**src/rtl/uart_pkg.sv**
```systemverilog
// UART receiver shared types: FSM state encoding, delimiter byte,
// and the clocks-per-bit helper used to size the bit timer.
package uart_pkg;

  typedef enum logic [2:0] {
    IDLE,
    START,
    DATA,
    PARITY,
    STOP,
    BREAK
  } uart_rx_state_t;

  localparam logic [7:0] UART_DELIM = 8'h24;

  function automatic int clks_per_bit(
    input int clk_freq,
    input int baud
  );
    return clk_freq / baud;
  endfunction

endpackage

```
**src/rtl/uart_rx_byte_if.sv**
```systemverilog
// UART receive bundle: serial rx in, framed byte and status pulses out.
// master = receiver side, slave = consumer (instruction RAM loader).
interface uart_rx_byte_if #(
  parameter int N = 8
);
  logic         rx;
  logic [N-1:0] data_out;
  logic         data_valid;
  logic         delim;
  logic         frame_err;
  logic         busy;
`ifdef UART_RX_PARITY_EN
  logic         parity_err;
`endif

  modport master (
    input  rx,
    output data_out,
    output data_valid,
    output delim,
    output frame_err,
`ifdef UART_RX_PARITY_EN
    output parity_err,
`endif
    output busy
  );

  modport slave (
    output rx,
    input  data_out,
    input  data_valid,
    input  delim,
    input  frame_err,
`ifdef UART_RX_PARITY_EN
    input  parity_err,
`endif
    input  busy
  );

endinterface

```
**src/rtl/uart_rx_byte_sync.sv**
```systemverilog
// Two-flop synchroniser for one async bit, with a reset preset value.
// Ports: clk, rst (sync, active-low), d (async in), q (synced out).
module sync_2ff #(
  parameter bit RST_VAL = 1'b1
) (
  input  logic clk,
  input  logic rst,
  input  logic d,
  output logic q
);

  logic meta;

  always_ff @(posedge clk) begin
    if (!rst) begin
      meta <= RST_VAL;
      q    <= RST_VAL;
    end else begin
      meta <= d;
      q    <= meta;
    end
  end

endmodule

```
**src/rtl/uart_rx_byte.sv**
```systemverilog
// UART byte receiver (8N1, or 8E1 with UART_RX_PARITY_EN defined).
// Ports: clk, rst (sync, active-low), bus (uart_rx_byte_if.master):
//   rx in; data_out, data_valid, delim, frame_err, busy
//   (+ parity_err when UART_RX_PARITY_EN) out.
module uart_rx_byte
  import uart_pkg::*;
#(
  parameter int CLK_FREQ = 50_000_000,
  parameter int BAUD     = 9600,
  parameter int N        = 8
) (
  input  logic           clk,
  input  logic           rst,
  uart_rx_byte_if.master bus
);

  localparam int CLKS_PER_BIT = clks_per_bit(CLK_FREQ, BAUD);
  localparam int CW = $clog2(CLKS_PER_BIT);
  localparam int BW = $clog2(N + 1);

  localparam logic [CW-1:0] CNT_MAX  = CW'(CLKS_PER_BIT - 1);
  localparam logic [CW-1:0] CNT_HALF = CW'(CLKS_PER_BIT / 2 - 1);
  localparam logic [BW-1:0] BIT_LAST = BW'(N - 1);
  localparam logic [N-1:0]  DELIM    = N'(UART_DELIM);

  if (CLKS_PER_BIT < 4) begin : g_cpb_chk
    $error("uart_rx_byte: CLKS_PER_BIT must be >= 4");
  end

  uart_rx_state_t state;
  logic [CW-1:0]  cnt;
  logic [BW-1:0]  bit_cnt;
  logic [N-1:0]   shift;
  logic [N-1:0]   data_q;
  logic           valid_q;
  logic           delim_q;
  logic           ferr_q;
  logic           busy_q;
  logic           rx_s;
`ifdef UART_RX_PARITY_EN
  logic           par_q;
  logic           perr_q;
`endif

  sync_2ff #(
    .RST_VAL (1'b1)
  ) u_sync (
    .clk (clk),
    .rst (rst),
    .d   (bus.rx),
    .q   (rx_s)
  );

  always_ff @(posedge clk) begin
    if (!rst) begin
      state   <= IDLE;
      cnt     <= '0;
      bit_cnt <= '0;
      shift   <= '0;
      data_q  <= '0;
      valid_q <= 1'b0;
      delim_q <= 1'b0;
      ferr_q  <= 1'b0;
      busy_q  <= 1'b0;
`ifdef UART_RX_PARITY_EN
      par_q   <= 1'b0;
      perr_q  <= 1'b0;
`endif
    end else begin
      valid_q <= 1'b0;
      delim_q <= 1'b0;
      ferr_q  <= 1'b0;
`ifdef UART_RX_PARITY_EN
      perr_q  <= 1'b0;
`endif
      unique case (state)
        IDLE: begin
          cnt     <= '0;
          bit_cnt <= '0;
          if (!rx_s) begin
            state  <= START;
            busy_q <= 1'b1;
          end
        end
        // Half-bit re-check rejects glitches and
        // centres every later sample in its bit.
        START: begin
          if (cnt == CNT_HALF) begin
            cnt <= '0;
            if (rx_s) begin
              state  <= IDLE;
              busy_q <= 1'b0;
            end else begin
              state <= DATA;
            end
          end else begin
            cnt <= cnt + 1'b1;
          end
        end
        DATA: begin
          if (cnt == CNT_MAX) begin
            cnt     <= '0;
            shift   <= {rx_s, shift[N-1:1]};
            bit_cnt <= bit_cnt + 1'b1;
            if (bit_cnt == BIT_LAST) begin
`ifdef UART_RX_PARITY_EN
              state <= PARITY;
`else
              state <= STOP;
`endif
            end
          end else begin
            cnt <= cnt + 1'b1;
          end
        end
`ifdef UART_RX_PARITY_EN
        PARITY: begin
          if (cnt == CNT_MAX) begin
            cnt   <= '0;
            par_q <= rx_s;
            state <= STOP;
          end else begin
            cnt <= cnt + 1'b1;
          end
        end
`endif
        STOP: begin
          if (cnt == CNT_MAX) begin
            cnt <= '0;
`ifdef UART_RX_PARITY_EN
            perr_q <= ^{shift, par_q};
`endif
            if (!rx_s) begin
              ferr_q <= 1'b1;
              state  <= BREAK;
            end else begin
              state  <= IDLE;
              busy_q <= 1'b0;
`ifdef UART_RX_PARITY_EN
              if (!(^{shift, par_q})) begin
                data_q  <= shift;
                valid_q <= 1'b1;
                delim_q <= (shift == DELIM);
              end
`else
              data_q  <= shift;
              valid_q <= 1'b1;
              delim_q <= (shift == DELIM);
`endif
            end
          end else begin
            cnt <= cnt + 1'b1;
          end
        end
        // Line held low after a bad stop: stay
        // parked until it returns to idle-high.
        BREAK: begin
          cnt <= '0;
          if (rx_s) begin
            state  <= IDLE;
            busy_q <= 1'b0;
          end
        end
        default: begin
          state  <= IDLE;
          cnt    <= '0;
          busy_q <= 1'b0;
        end
      endcase
    end
  end

  assign bus.data_out   = data_q;
  assign bus.data_valid = valid_q;
  assign bus.delim      = delim_q;
  assign bus.frame_err  = ferr_q;
  assign bus.busy       = busy_q;
`ifdef UART_RX_PARITY_EN
  assign bus.parity_err = perr_q;
`endif

endmodule

```
**src/flat_wrapper.sv**
```systemverilog
// flat-port wrapper written by rule: the top's interface ports become plain ports
module uart_rx_byte_flat import uart_pkg::*;
#(
  parameter int CLK_FREQ = 50_000_000,
  parameter int BAUD     = 9600,
  parameter int N        = 8
)
  (clk, rst, bus_rx, bus_data_out, bus_data_valid, bus_delim, bus_frame_err, bus_busy);
  uart_rx_byte_if #(.N(N)) bus_i ();
  input  logic clk;
  input  logic rst;
  input wire logic [$bits(bus_i.rx)-1:0] bus_rx;
  output wire logic [$bits(bus_i.data_out)-1:0] bus_data_out;
  output wire logic [$bits(bus_i.data_valid)-1:0] bus_data_valid;
  output wire logic [$bits(bus_i.delim)-1:0] bus_delim;
  output wire logic [$bits(bus_i.frame_err)-1:0] bus_frame_err;
  output wire logic [$bits(bus_i.busy)-1:0] bus_busy;
  assign bus_i.rx = bus_rx;
  assign bus_data_out = bus_i.data_out;
  assign bus_data_valid = bus_i.data_valid;
  assign bus_delim = bus_i.delim;
  assign bus_frame_err = bus_i.frame_err;
  assign bus_busy = bus_i.busy;
  uart_rx_byte #(.CLK_FREQ(CLK_FREQ), .BAUD(BAUD), .N(N)) u_core (.clk(clk), .rst(rst), .bus(bus_i));
endmodule
```
**config.mk**
```make
export PLATFORM = sky130hd
export DESIGN_NAME = uart_rx_byte_flat
export DESIGN_NICKNAME = d
export VERILOG_FILES = /design/src/rtl/uart_pkg.sv /design/src/rtl/uart_rx_byte_if.sv /design/src/rtl/uart_rx_byte_sync.sv /design/src/rtl/uart_rx_byte.sv /design/src/flat_wrapper.sv
export SDC_FILE = /design/constraint.sdc
export NUM_CORES = 1
export LEC_CHECK = 0
export ABC_CLOCK_PERIOD_IN_PS = 3900
export CAP_MARGIN = 20
export CORE_MARGIN = 1
export CORE_UTILIZATION = 50
export DETAILED_ROUTE_END_ITERATION = 6
export GPL_ROUTABILITY_DRIVEN = 0
export PLACE_DENSITY = 0.72
export SLEW_MARGIN = 20
export SYNTH_ARGS = -nofsm -noshare
export SYNTH_HDL_FRONTEND = slang
export SYNTH_SLANG_ARGS = --single-unit
```
**constraint.sdc**
```tcl
create_clock -name clk -period 3.9 [get_ports clk]
set_input_delay 1.17 -clock clk [delete_from_list [all_inputs] [get_ports clk]]
set_output_delay 1.17 -clock clk [all_outputs]
set_load 0.02 [all_outputs]
```
==> results.yml, run 1 <==
clocking:
  ctsResizeCount: 0
  h-tree-depth: 2
  clkSinkCount: 42
  clockBufferDepth: 2
  clock_latency_ps: 290
  cts_tree: "built"
  path_clk_slew_ps: 80
  post_cts_buffers: 0
  cts_hold_buf: 0
  cts_buffers: 5
  root_buffer: "clkbuf_8"
die:
  die_area_um2: 4180
  rows: 22
  initial_core_util_pct: 52.8
  die_h_um: 64.6
  fp.dieW_um: 64.6
  ios: 15
  core_area_um2: 3720
finish:
  layout-drive-gt1-share_pct: 8.37
  areaGrowthSynthToFinish_pct: 12.2
  layout_common_cells: "dfxtp_1, nor2_1, mux2i_1"
  fin_util_pct: 59.2
  layout_commonest_cell: "dfxtp_1"
  final_cells: 263
  num_antenna_cells: 0
  fin_nets: 219
  final_area_um2: 2200
setup_path:
  worstReg2RegStart: "u_core.cnt[0]"
  worstSetupPathType: "in -> reg"
  cp.arrival_ps: 2740
  cp_top_family: "buffers and inverters"
  worstPathRequired_ps: 4110
  cp-startpoint: "rst"
  crit_fanout: 18
  critPathBufInv: 2
  worstSetupEndpointType: "flop"
  slowest_stage: "clkdlybuf4s50_1"
  crit_path_cell_trace: "clkdlybuf4s50_1, buf_4, nor4b_1, nand3b_1, nor3_1"
  startpoint_type: "primary input"
  slowest_delay_ps: 750
global_route:
  grt_pass1_vias: 1286
  grt_antenna_before_repair: 0
  grtUsageTotal_pct: 17.7
  grt_max_degree: 19
  use_met3_pct: 5.81
  met1_usage_pct: 23.4
  use_met2_pct: 26.4
  grt-ovfl-total: 0
  grt-busiest-layer: "met2"
  grt_pass1_wl_um: 5700
logic_synthesis:
  syn-instance-count: 201
  netlist_area_um2: 1960
  ys_ff_latch: 42
  synthDistinctLibCells: 46
  syn_area_per_cell_um2: 9.75
  synth_edf_count: 0
  synth_fp_nets: 206
  synth_top_flop_cell: "dfxtp_1"
  yosysTopAreaCell: "dfxtp_1"
  async_reset_ff_share_pct: 0
  synth_top_cell_area_share_pct: 42.9
  yosys_warnings: 0
  ys_seq_area_share_pct: 42.9
  synth_area_leaders: "dfxtp_1, mux2i_1, nor2b_1, nor2_1, xor2_1"
timing:
  tightest_slew_ps: 592
  drv_slew: 0
  skew_ps: 3.54
  hold_violations: 0
  fin_crit_ps: 2530
  slew_headroom_pct: 60.4
  setup_viol_count_final: 0
  rsz0062_at_grt: "no"
  timing.fmax_mhz: 396
  fin_tns_setup_ps: 0
  post-route-period-util_pct: 64.8
placed_design:
  dpl-instance-area_um2: 2090
  hpwl_um: 2330
  place_inst: 255
  portBuffers: 14
min_path:
  min_path_type: "reg -> reg"
  worstHoldStart: "u_core.u_sync.meta"
route:
  vias: 1410
  wl_per_cell_um: 12.4
  drc_errors: 0
  first_pass_iters: 4
  drtAntennaViolNets: 0
  totalWireLength_um: 3270
  via_per_inst: 5.36
  drt_iter0_markers: 87
power:
  seqPwrFrac_pct: 51.7
  pwr-share-clk_pct: 38.2
  p_int_w: 0.000663
  totalPowerFinal_w: 0.000868
  power_density_nw_per_um2: 395
  pwr-share-comb_pct: 10.1
  p_sw_share_pct: 23.7
  ir_drop_mv: 0.227
  p_sw_w: 0.000206
  p_leak_nw: 0.862
run_status:
  status: "complete, no violations"
job:
  max_cap_violations: 0
-- through the flow --
step / setup WS [ps] / hold WS [ps]
finish: 1370 / 439
global route: 1280 / 445
CTS: 1390 / 433
detailed placement: 1080 / 415
global placement: 1150 / 417
floorplan: 2120 / 386
-- sequential cells by signal, indices dropped and copies added (netlist names) --
signal and cells:
u_core.bus.busy 1, u_core.bus.frame_err 1, u_core.u_sync.meta 1, u_core.bus.delim 1, u_core.bus.data_valid 1, u_core.u_sync.q 1, u_core.cnt 13, u_core.bit_cnt 4
u_core.state 3, u_core.bus.data_out 8, u_core.shift 8
-- cell usage after synthesis, types with 2 or more instances --
master and count:
a21oi_1 2, and3_1 3, and4b_1 2, buf_4 2, buf_6 2, clkbuf_1 2
clkbuf_8 2, dfxtp_1 42, ha_1 2, inv_1 5, mux2i_1 19, nand2_1 11
nand2b_1 3, nand3_1 9, nand3b_1 3, nand4_1 5, nor2_1 25, nor2b_1 17
nor3_1 2, nor4b_1 2, o21ai_0 3, xnor2_1 6, xor2_1 9
-- layout make-up --
cell class                      instances  area [µm²]
Clock buffer                            5        68.8
Clock inverter                          3        40.0
Fill cell                             340        1520
Inverter                                5        18.8
Multi-Input combinational cell        145        1020
Sequential cell                        42         841
Tap cell                               48        60.1
Timing Repair Buffer                   15         148
-- kinds of logic (layout without fill, tap and decap cells) --
| kind of cell | after synthesis | in the layout | synth area share, % |
|---|---|---|---|
| multiplexers | 19 | 19 | 9.70 |
| adder cells (fa/ha/maj) | 2 | 2 | 1.28 |
| flip-flops | 42 | 42 | 42.9 |
| AO/OA/AOI/OAI | 12 | 12 | 4.66 |
| XOR/XNOR | 15 | 15 | 6.70 |
| buffers and inverters | 14 | 28 | 4.91 |
| AND/OR/NAND/NOR | 97 | 97 | 29.9 |
-- power by group through the flow --
stage               registers [W]  clock network [W]  logic [W]
floorplan                0.000451                  0  0.0000871
global placement         0.000458                  0  0.0000833
detailed placement       0.000459                  0  0.0000862
CTS                      0.000449           0.000343  0.0000868
global route             0.000451           0.000371  0.0000964
finish                   0.000449           0.000332  0.0000874
-- per-layer routing --
metal | part of all wire, % | up-vias
li1 | - | 721
met3 | 3.0 | 6
met2 | 46 | 16
met1 | 50 | 667
met4 | 1.5 | 0
met5 | 0 | -
-- worst paths after layout --
path         slack [ps]                end  cells past startpoint
max                1370   u_core.bus.delim                      5
min                 440    u_core.u_sync.q                      1
max reg2reg        1620  u_core.bit_cnt[1]                      6
min reg2reg         440    u_core.u_sync.q                      1
Power figures use the tool's default switching activity.
==> run 2, diff against run 1 <==
--- a/config.mk
+++ b/config.mk
@@ -5,13 +5,13 @@
 export SDC_FILE = /design/constraint.sdc
 export NUM_CORES = 1
 export LEC_CHECK = 0
-export ABC_CLOCK_PERIOD_IN_PS = 3900
+export ABC_CLOCK_PERIOD_IN_PS = 2300
 export CAP_MARGIN = 20
 export CORE_MARGIN = 1
 export CORE_UTILIZATION = 50
 export DETAILED_ROUTE_END_ITERATION = 6
 export GPL_ROUTABILITY_DRIVEN = 0
-export PLACE_DENSITY = 0.72
+export PLACE_DENSITY = 0.75
 export SLEW_MARGIN = 20
 export SYNTH_ARGS = -nofsm -noshare
 export SYNTH_HDL_FRONTEND = slang
==> constraint.sdc (replaced) <==
create_clock -name clk -period 2.3 [get_ports clk]
set_input_delay 0.69 -clock clk [delete_from_list [all_inputs] [get_ports clk]]
set_output_delay 0.69 -clock clk [all_outputs]
set_load 0.02 [all_outputs]
==> results.yml, run 2 (synthesis gave the netlist of run 1 again) <==
global_route:
  grt-ovfl-total: 0
  grtUsageTotal_pct: 16.8
  grt_max_degree: 15
  grt_pass1_wl_um: 5440
  grt_antenna_before_repair: 0
  grt_pass1_vias: 1231
finish:
  area.sequential_um2: 841
  fin_util_pct: 59.2
  layout_common_cells: "dfxtp_1, nor2_1, mux2i_1"
  layout_commonest_cell: "dfxtp_1"
  num_antenna_cells: 0
  top_register: "u_core.cnt"
  layout-drive-gt1-share_pct: 9.22
  multi_input_area_um2: 1020
  final.fill_count: 328
  final_area_um2: 2200
  fin_nets: 221
  areaGrowthSynthToFinish_pct: 12.3
  largest_register_ffs: 13
clocking:
  path_clk_slew_ps: 80
  cts_tree: "built"
  root_buffer: "clkbuf_8"
  cts_hold_buf: 0
  h-tree-depth: 2
  clkSinkCount: 42
  clock_latency_ps: 290
  post_cts_buffers: 0
  ctsResizeCount: 0
  cts_buffers: 5
  clockBufferDepth: 2
setup_path:
  worstRegToRegCells: 6
  worstSetupEndpointType: "flop"
  worstSetupPathType: "reg -> reg"
  ff2ff_setup_slack_ps: 310
  worstPathRequired_ps: 2480
  slowest_delay_ps: 420
  cp_top_family: "simple AND/OR/NAND/NOR gates"
  startpoint_type: "flop"
  reg2reg_to: "u_core.bus.data_out[5]"
  crit_cells: 6
  crit_path_cell_trace: "ha_1, or3b_1, nor4_4, nand3_4, mux2i_1, nor2b_1"
  crit_fanout: 8
  critPathBufInv: 0
  cp.arrival_ps: 2170
  worstReg2RegStart: "u_core.cnt[0]"
  slowest_stage: "or3b_1"
route:
  drt_iter0_markers: 110
  drc_errors: 0
  wl_per_cell_um: 12.3
  first_pass_iters: 4
  totalWireLength_um: 3250
  via_per_inst: 5.33
  vias: 1412
  drtAntennaViolNets: 0
placed_design:
  hpwl_um: 2270
  dpl-instance-area_um2: 2110
  portBuffers: 14
min_path:
  whs_endpoint: "u_core.u_sync.q"
  worstHoldStart: "u_core.u_sync.meta"
  min_path_type: "reg -> reg"
  hold_depth: 1
timing:
  fin_crit_ps: 1990
  holdWs_ps: 412
  tightest_slew_ps: 423
  slew_headroom_pct: 71.5
  skew_ps: 8.32
  setup_viol_count_final: 0
  hold_violations: 0
  drv_slew: 0
  fin_tns_setup_ps: 0
  post-route-period-util_pct: 86.7
  timing.fmax_mhz: 502
  rsz0062_at_grt: "no"
power:
  totalPowerFinal_w: 0.00139
  ir_drop_mv: 0.488
  power_density_nw_per_um2: 632
  p_leak_nw: 0.860
die:
  die_area_um2: 4180
  die_h_um: 64.6
  fp.dieW_um: 64.6
  initial_core_util_pct: 52.8
  ios: 15
  rows: 22
  core_area_um2: 3720
run_status:
  status: "complete, no violations"
job:
  max_cap_violations: 0
## run 2: changes by cell type in the layout (fill, tap and decap cells not counted), sizes merged
cell	before	now
clkinv	2	1
bufinv	1	0
clkbuf	5	6
clkinvlp	0	1
buf	1	3
## run 2: power by group
part	internal (W)	leakage (nW)	switching [W]
registers	0.000739	0.339	0.0000223
logic	0.0000666	0.474	0.0000797
clock network	0.000241	0.0472	0.000243
## run 2: worst max-delay path by stage
stage | from | to | slack (ps)
floorplan | u_core.cnt[0] | u_core.bus.data_out[0] | 520
global placement | rst | u_core.cnt[7] | 320
detailed placement | rst | u_core.cnt[4] | 300
CTS | u_core.cnt[0] | u_core.bus.data_out[5] | 310
global route | u_core.cnt[0] | u_core.bus.data_out[6] | 190
finish | u_core.cnt[0] | u_core.bus.data_out[5] | 310
## run 2: routing by layer
| layer | wire length (µm) | vias up | track usage (%) | part of all wire (%) |
|---|---|---|---|---|
| met3 | 74 | 5 | 4.75 | 2.3 |
| met2 | 1450 | 15 | 25.7 | 45 |
| met1 | 1690 | 670 | 22.9 | 52 |
| met4 | 34 | 0 | 5.00 | 1.0 |
| met5 | 0 | - | 0 | 0 |
| li1 | - | 722 | - | - |
## run 2: final cells by class
type	count	area share (%)
Multi-Input combinational cell	145	46.5
Sequential cell	42	38.2
Clock inverter	2	0.569
Clock buffer	6	3.75
Timing Repair Buffer	17	7.39
Inverter	5	0.853
Tap cell	48	2.73
## run 2: metrics by stage
stage | std cells | setup slack (ps)
3_5_place_dp | 257 | 301
6_report | 265 | 307
4_1_cts | 265 | 307
5_1_grt | 265 | 187
3_3_place_gp | 257 | 319
2_1_floorplan | 201 | 522
## run 2: worst register-to-register path, cell delays in order, from the launching register on
cell and delay (ps):
dfxtp_1 390, ha_1 330, or3b_1 420, nor4_4 270
nand3_4 210, mux2i_1 220, nor2b_1 60
==> run 3, diff against run 2 <==
--- a/config.mk
+++ b/config.mk
@@ -5,13 +5,13 @@
 export SDC_FILE = /design/constraint.sdc
 export NUM_CORES = 1
 export LEC_CHECK = 0
-export ABC_CLOCK_PERIOD_IN_PS = 2300
+export ABC_CLOCK_PERIOD_IN_PS = 2150
 export CAP_MARGIN = 20
 export CORE_MARGIN = 1
 export CORE_UTILIZATION = 50
 export DETAILED_ROUTE_END_ITERATION = 6
 export GPL_ROUTABILITY_DRIVEN = 0
-export PLACE_DENSITY = 0.75
+export PLACE_DENSITY = 0.72
 export SLEW_MARGIN = 20
 export SYNTH_ARGS = -nofsm -noshare
 export SYNTH_HDL_FRONTEND = slang
==> constraint.sdc (replaced) <==
create_clock -name clk -period 2.15 [get_ports clk]
set_input_delay 0.645 -clock clk [delete_from_list [all_inputs] [get_ports clk]]
set_output_delay 0.645 -clock clk [all_outputs]
set_load 0.02 [all_outputs]
==> results.yml, run 3 (synthesis gave the netlist of run 1 again) <==
run_status:
  status: "complete, no violations"
finish:
  largest_register_ffs: 13
  area.sequential_um2: 841
  layout_common_cells: "dfxtp_1, nor2_1, mux2i_1"
  layout_commonest_cell: "dfxtp_1"
  layout-drive-gt1-share_pct: 8.72
  num_antenna_cells: 0
  final.fill_count: 325
  multi_input_area_um2: 1020
  top_register: "u_core.cnt"
  fin_nets: 222
  final_area_um2: 2220
  areaGrowthSynthToFinish_pct: 13.2
clocking:
  cts_tree: "built"
  h-tree-depth: 2
  clock_latency_ps: 290
  clockBufferDepth: 2
  clkSinkCount: 42
  cts_hold_buf: 0
  path_clk_slew_ps: 70
  ctsResizeCount: 0
  post_cts_buffers: 0
  cts_buffers: 5
  root_buffer: "clkbuf_8"
route:
  drc_errors: 0
  vias: 1415
  drtAntennaViolNets: 0
  drt_iter0_markers: 45
  via_per_inst: 5.32
  totalWireLength_um: 3410
  wl_per_cell_um: 12.8
  first_pass_iters: 4
global_route:
  grt_antenna_before_repair: 0
  grt_max_degree: 17
  grtUsageTotal_pct: 18.9
  grt_pass1_wl_um: 6100
  grt_pass1_vias: 1394
  grt-ovfl-total: 0
job:
  max_cap_violations: 0
setup_path:
  worstSetupEndpointType: "output pin"
  crit_path_cell_trace: "clkdlybuf4s50_1"
  worstRegToRegCells: 6
  critPathBufInv: 1
  cp_top_family: "buffers and inverters"
  startpoint_type: "flop"
  worstPathRequired_ps: 1500
  slowest_stage: "clkdlybuf4s50_1"
  slowest_delay_ps: 620
  crit_fanout: 2
  worstReg2RegStart: "u_core.cnt[0]"
  ff2ff_setup_slack_ps: 270
  cp.arrival_ps: 1240
  worstSetupPathType: "reg -> out"
  reg2reg_to: "u_core.state[2]"
power:
  p_leak_nw: 0.871
  ir_drop_mv: 0.341
  power_density_nw_per_um2: 707
die:
  fp.dieW_um: 64.6
  die_area_um2: 4180
  rows: 22
  ios: 15
  die_h_um: 64.6
  core_area_um2: 3720
  initial_core_util_pct: 52.8
min_path:
  worstHoldStart: "u_core.u_sync.meta"
  whs_endpoint: "u_core.u_sync.q"
  min_path_type: "reg -> reg"
  hold_depth: 1
placed_design:
  hpwl_um: 2500
  portBuffers: 14
  dpl-instance-area_um2: 2110
  place_ws_ps: 267
timing:
  tightest_slew_ps: 439
  skew_ps: 9.92
  timing.final.ws_setup_ps: 266
  timing.fmax_mhz: 531
  fin_crit_ps: 1880
  hold_violations: 0
  drv_slew: 0
  setup_viol_count_final: 0
  fin_tns_setup_ps: 0
  rsz0062_at_grt: "no"
  slew_headroom_pct: 70.4
  holdWs_ps: 416
  post-route-period-util_pct: 87.6
==> run 3: cell types whose count changed in the layout (fill, tap and decap cells not counted) <==
cell | before | now
buf_4 | 3 | 4
bufinv_16 | 0 | 1
clkbuf_1 | 0 | 2
clkbuf_8 | 6 | 5
clkinv_2 | 1 | 0
clkinvlp_4 | 1 | 0
==> run 3: area by class of cell <==
cell class | instances | area share (%)
Multi-Input combinational cell | 145 | 46.1
Inverter | 5 | 0.846
Clock buffer | 7 | 3.44
Sequential cell | 42 | 37.9
Timing Repair Buffer | 18 | 7.67
Clock inverter | 1 | 1.35
Tap cell | 48 | 2.71
==> run 3: worst max path at each step <==
stage                                 startpoint                     end  slack [ps]  cells past startpoint
after global routing               u_core.cnt[0]  u_core.bus.data_out[6]         100                      6
final                     u_core.bus.data_out[4]         bus_data_out[4]         270                      1
after global placement                       rst        u_core.bus.delim         250                      4
after floorplan                    u_core.cnt[0]  u_core.bus.data_out[0]         370                      6
after detailed placement                     rst         u_core.state[2]         270                      5
after CTS                 u_core.bus.data_out[4]         bus_data_out[4]         250                      1
==> run 3: stage by stage <==
stage               total power (W)  util (%)  std cells
floorplan                  0.000976         -        201
global route                0.00164      59.7        266
finish                      0.00157      59.7        266
detailed placement         0.000991      56.9        258
CTS                         0.00159      59.7        266
global placement           0.000984      56.9        258
==> run 3: layer usage <==
metal	global-route usage, %	vias to the layer above	part of all wire [%]
met3	4.23	5	3.0
met1	22.4	667	47
met5	0	-	0
met4	8.33	0	1.6
li1	-	719	-
met2	32.6	24	49
==> run 3: where the power goes <==
| part | internal (W) | switching (W) |
|---|---|---|
| Sequential | 0.000791 | 0.0000240 |
| Clock | 0.000347 | 0.000249 |
| Combinational | 0.0000714 | 0.0000877 |
